### config.mk
export PLATFORM = sky130hd
export DESIGN_NAME = uart_rx_irq_ctrl
export DESIGN_NICKNAME = d
export VERILOG_FILES = /design/src/rtl/uart_rx_irq_ctrl.sv
export SDC_FILE = /design/constraint.sdc
export NUM_CORES = 1
export LEC_CHECK = 0
export ABC_AREA = 1
export CAP_MARGIN = 20
export CORE_ASPECT_RATIO = 0.5
export CORE_UTILIZATION = 40
export CTS_CLUSTER_DIAMETER = 100
export DETAILED_ROUTE_END_ITERATION = 10
export GPL_TIMING_DRIVEN = 0
export PLACE_DENSITY = 0.67
export SYNTH_ARGS = -nofsm -noshare
export SYNTH_HDL_FRONTEND = slang
export SYNTH_SLANG_ARGS = --single-unit
### constraint.sdc
create_clock -name clk -period 1.9 [get_ports clk]
set_input_delay 0.475 -clock clk [delete_from_list [all_inputs] [get_ports clk]]
set_output_delay 0.475 -clock clk [all_outputs]
set_load 0.01 [all_outputs]
### src/rtl/uart_rx_irq_ctrl.sv
// RX-path interrupt/flow controller: tracks FIFO level, raises level/timeout/parity/overrun causes, drives one registered IRQ.
// Optional high-water-mark output is enabled by defining UART_RX_IRQ_CTRL_HWM_EN.
module uart_rx_irq_ctrl #(
   parameter int FIFO_DEPTH = 8,
   parameter int TIMEOUT_W  = 16,
   parameter int LVL_W      = $clog2(FIFO_DEPTH) + 1
) (
   input  logic                 clk,
   input  logic                 rst_n,
   input  logic                 cfg_en,
   input  logic [LVL_W-1:0]     cfg_thresh,
   input  logic [TIMEOUT_W-1:0] cfg_timeout,
   input  logic [3:0]           irq_mask,
   input  logic                 push,
   input  logic                 pop,
   input  logic                 parity_err,
   input  logic [3:0]           clr,
   output logic [LVL_W-1:0]     level,
`ifdef UART_RX_IRQ_CTRL_HWM_EN
   output logic [LVL_W-1:0]     hwm,
`endif
   output logic [3:0]           status,
   output logic [7:0]           overrun_cnt,
   output logic                 irq
);

   typedef enum logic [1:0] {IDLE, WAIT, FIRED} state_t;

   localparam logic [TIMEOUT_W-1:0] TMAX = {TIMEOUT_W{1'b1}};

   logic [LVL_W-1:0]     level_q, level_nxt, thr_eff;
   logic                 full, empty, ovf, lvl_hit;
   logic [3:1]           sticky_q;
   logic [7:0]           ovr_cnt_q;
   logic                 irq_q;
   state_t               state_q, state_nxt;
   logic [TIMEOUT_W-1:0] timer_q, timer_nxt, timer_inc;
   logic                 fire;

   assign full  = (level_q == LVL_W'(FIFO_DEPTH));
   assign empty = (level_q == '0);
   assign ovf   = push & ~pop & full;

   always_comb begin
      level_nxt = level_q;
      if (push && !pop && !full)
         level_nxt = level_q + 1'b1;
      else if (pop && !push && !empty)
         level_nxt = level_q - 1'b1;
   end

   assign thr_eff = (cfg_thresh == '0) ? LVL_W'(1) : cfg_thresh;
   assign lvl_hit = cfg_en & (level_q >= thr_eff);

   // Timer saturates; fire only on an actual step onto cfg_timeout, so a late
   // cfg_timeout change never fires retroactively.
   assign timer_inc = (timer_q == TMAX) ? timer_q : timer_q + 1'b1;

   always_comb begin
      state_nxt = state_q;
      timer_nxt = timer_q;
      fire      = 1'b0;
      if (!cfg_en) begin
         state_nxt = IDLE;
         timer_nxt = '0;
      end else begin
         case (state_q)
            IDLE: begin
               timer_nxt = '0;
               if (level_nxt != '0)
                  state_nxt = WAIT;
            end
            WAIT: begin
               if (level_nxt == '0) begin
                  state_nxt = IDLE;
                  timer_nxt = '0;
               end else if (push || pop) begin
                  timer_nxt = '0;
               end else begin
                  timer_nxt = timer_inc;
                  if (cfg_timeout != '0 && timer_q != TMAX && timer_inc == cfg_timeout) begin
                     fire      = 1'b1;
                     state_nxt = FIRED;
                  end
               end
            end
            FIRED: begin
               if (push || pop) begin
                  timer_nxt = '0;
                  state_nxt = (level_nxt != '0) ? WAIT : IDLE;
               end
            end
            default: begin
               state_nxt = IDLE;
               timer_nxt = '0;
            end
         endcase
      end
   end

   always_ff @(posedge clk or negedge rst_n) begin
      if (!rst_n) begin
         level_q   <= '0;
         state_q   <= IDLE;
         timer_q   <= '0;
         sticky_q  <= '0;
         ovr_cnt_q <= '0;
         irq_q     <= 1'b0;
      end else begin
         level_q  <= level_nxt;
         state_q  <= state_nxt;
         timer_q  <= timer_nxt;
         // set wins over a simultaneous clear
         sticky_q <= (sticky_q & ~clr[3:1]) | ({ovf, parity_err, fire} & {3{cfg_en}});
         if (ovf && ovr_cnt_q != 8'hFF)
            ovr_cnt_q <= ovr_cnt_q + 8'd1;
         irq_q <= cfg_en & |(status & irq_mask);
      end
   end

`ifdef UART_RX_IRQ_CTRL_HWM_EN
   logic [LVL_W-1:0] hwm_q;

   always_ff @(posedge clk or negedge rst_n) begin
      if (!rst_n)
         hwm_q <= '0;
      else if (clr[0])
         hwm_q <= level_q;
      else if (level_q > hwm_q)
         hwm_q <= level_q;
   end

   assign hwm = hwm_q;
`else
   logic unused_clr0;
   assign unused_clr0 = clr[0];
`endif

   assign level       = level_q;
   assign status      = {sticky_q, lvl_hit};
   assign overrun_cnt = ovr_cnt_q;
   assign irq         = irq_q;

endmodule

==> flow_metrics.py <==
metrics = {
    "placement": {
        "numPortBuffers": 49,
        "placedCellCount": 510,
        "gp_congestion": 0.906,
        "hpwl_mm": 5.06,
    },
    "logic_synthesis": {
        "async_flop_share_pct": 100,
        "netlist_top_cells_area": "dfrtp_1 34%, nand2_1 16%, inv_1 9.3%, nand3_1 6.5%, nor2_1 5.0%",
        "syn_nets": 415,
        "yosysTopAreaCell": "dfrtp_1",
        "syn-cell-area_mm2": 0.00253,
        "synth_top_cell_area_share_pct": 33.6,
        "ys.flop_type": "dfrtp_1",
        "ys_warn_count": 0,
        "ys_ff_latch": 34,
        "syn_avg_cell_area_um2": 6.79,
        "synth_edf_count": 0,
        "synthCells": 373,
        "synthDistinctLibCells": 31,
        "yosysSeqAreaShare_pct": 33.6,
    },
    "layout": {
        "layout_commonest_cell": "nand2_1",
        "synthToLayoutAreaGrowth_pct": 52.3,
        "stdcell_count": 546,
        "nets": 499,
        "diodes": 0,
        "drive_gt1_share_pct": 27.9,
        "final_cell_mix": "93 x nand2_1, 53 x inv_1, 41 x clkdlybuf4s50_1",
    },
    "timing": {
        "drv_slew": 0,
        "fin_crit_ns": 2.18,
        "fin_skew_ns": 0.00577,
        "setup_viol": 22,
        "finalWorstSetupSlack_ns": -0.278,
        "tightest_slew_ns": 0.850,
        "timing.final.crit_share_pct": 115,
        "fmax_mhz": 459,
        "rsz0062_at_grt": "true",
        "hold_viol": 0,
        "relSlewSlack_pct": 43.3,
    },
    "clock_tree": {
        "cts_tree": "done",
        "h-tree-depth": 2,
        "cts.clk_slew.worst_paths_ns": 0.06,
        "cts_made_buffers": 5,
        "worstSkewPairLatency_ns": 0.28,
        "cts_buffer_depth": 2,
        "clock_sinks": 34,
        "clockRootBuffer": "clkbuf_16",
    },
    "critical_path": {
        "critical_path.max_fanout": 5,
        "worst_ep_required_time_ns": 2.06,
        "cpMostUsedCell": "nand2_4",
        "slowest_stage": "dfrtp_2",
        "cp-end-kind": "flop",
        "worst_setup_path_start_kind": "flop",
        "crit_arrival_ns": 2.34,
        "criticalPathCategory": "flop to flop",
        "cp_slowest_stage_delay_ns": 0.44,
        "path_cells": "inv_2 -> ha_4 -> nand3_4 -> nand2_4 -> nand2_4 -> xor2_2 -> nor2_1 -> nand3b_1 -> nand2_2 -> inv_2 -> nand2_4 -> inv_4 -> buf_8 -> nand2_1 -> o21ai_0",
    },
    "power_and_ir_drop": {
        "seq_power_share_pct": 28.9,
        "vdd_drop_max_v": 0.000879,
        "swShare_pct": 34.1,
        "p_leak_uw": 0.00188,
        "intPower_uw": 2180,
        "power.density_mw_per_mm2": 859,
        "switchingPower_uw": 1130,
        "pwr-share-clk_pct": 28.9,
        "power_frac_comb_pct": 42.2,
        "power_uw": 3310,
    },
    "route": {
        "final_antenna_net_count": 0,
        "drtIter0Drc": 165,
        "drcViolationCount": 0,
        "first_pass_iters": 5,
        "vias": 2755,
        "viasPerCell": 5.05,
        "detail_route.wirelength_mm": 7.67,
        "wl_per_cell_um": 14.0,
    },
    "grt": {
        "grt_pass1_wl_mm": 12.0,
        "grt_max_degree": 35,
        "globalRouteOverflowTotal": 0,
        "antenna_found_initial": 0,
        "grt_use_total_pct": 23.3,
        "first_global_vias": 2601,
    },
    "floorplan": {
        "rows": 20,
        "die_y_um": 58.3,
        "num_io_pins": 51,
        "floorplan.core_area_mm2": 0.00608,
        "start_util_pct": 41.6,
        "die_x_um": 115,
        "die-area_mm2": 0.00667,
    },
    "run_status": {
        "outcome": "finished with violations",
        "violations": "setup timing",
    },
    "job": {
        "max_cap_violations": 0,
    },
    "min_path": {
        "min_path_type": "input port to async pin",
    },
}
## critical path: cells and delay by family, from the launching register on
kind	cells	cell delay, ns
and+or+nand+nor	8	0.87
DFF	1	0.44
buffers and inverters	4	0.33
adders and majority gates	1	0.17
xor gates and xnor gates	1	0.15
AOI/OAI and AO/OA	1	0.08
## logic make-up (layout without fill, tap and decap cells)
group                    count (synthesis)  after routing  synth area share (%)
AND/OR/NAND/NOR                        207            207                  36.9
flip-flops                              34             34                  33.6
buffers and inverters                   72            157                  11.7
AO/OA/AOI/OAI                           34             34                  7.61
adder cells (fa/ha/maj)                  8              8                  3.95
XOR/XNOR                                18             18                  6.23
## per-stage QoR
stage | utilization (%) | area (um2) | TNS (ns) | hold WS [ns] | setup slack, ns
floorplan | - | 2580 | -0.000963 | 0.179 | -0.000963
global placement | 52.4 | 3180 | -27.19 | 0.474 | -0.973
detailed placement | 52.3 | 3180 | -14.68 | 0.492 | -1.07
CTS | 59.6 | 3620 | -4.06 | 0.296 | -0.237
global route | 63.4 | 3860 | -7.44 | 0.334 | -0.417
finish | 63.4 | 3860 | -4.50 | 0.279 | -0.278
## Yosys cell counts, types with 2 or more instances
cell        n
a21oi_1     2
buf_6       3
dfrtp_1    34
ha_1        8
inv_1      63
inv_2       4
nand2_1   107
nand2_2     5
nand3_1    33
nand3b_1    2
nand4_1    14
nor2_1     34
nor2_2      3
nor2_4      2
nor3_1      2
o211ai_1    2
o21ai_0    18
o21ai_1     4
o22ai_1     5
xnor2_1     4
xor2_1     14
## sequential cells by signal, summed over array words and instances, names as in the netlist
name and flops:
irq 1, overrun_cnt 8, state_q 2, timer_q 16, level 4, sticky_q 3
## layer usage
layer / wire length, um / track usage [%] / vias up
met5: 0 / 0 / -
met4: 75 / 6.68 / 0
met3: 409 / 4.50 / 10
met2: 3780 / 40.5 / 88
met1: 3400 / 29.8 / 1306
li1: - / - / 1351
## power by group through the flow
stage               sequential, uW  clock (uW)  combinational, uW
floorplan                      973           0                495
global placement               961           0                863
detailed placement             961           0                923
CTS                            957         970               1210
global route                   969         998               1530
finish                         957         958               1400
## cell type report
cell class	instances	area, um2
fill	540	2220
multi-input combinational	267	1690
sequential	34	858
timing repair buffer	78	724
inverter	67	259
clock buffer	5	125
tap	88	110
clock inverter	3	45.0
buffer	4	41.3
## path summary, 6_finish.rpt
path | startpoint | endpoint | slack (ns) | cells past startpoint
hold reg to reg | overrun_cnt[7] | overrun_cnt[7] | 0.51 | 1
setup / recovery | level[1] | timer_q[8] | -0.28 | 15
hold / removal | rst_n | timer_q[15] | 0.28 | 1
setup reg to reg | level[1] | timer_q[8] | -0.28 | 15
min in group clk | overrun_cnt[7] | overrun_cnt[7] | 0.51 | 1
max in group asynchronous | rst_n | level[1] | 1.06 | 1
## repair_timing
item                                    in CTS  in global routing
setup buffers                               20                  8
gates cloned                                 3                  0
pin swaps                                   24                 21
endpoints found under the setup margin      23                 25
hold buffers                                 0                  0
resized for setup                           49                 49
No activity file was read; power rests on OpenSTA's default activity.
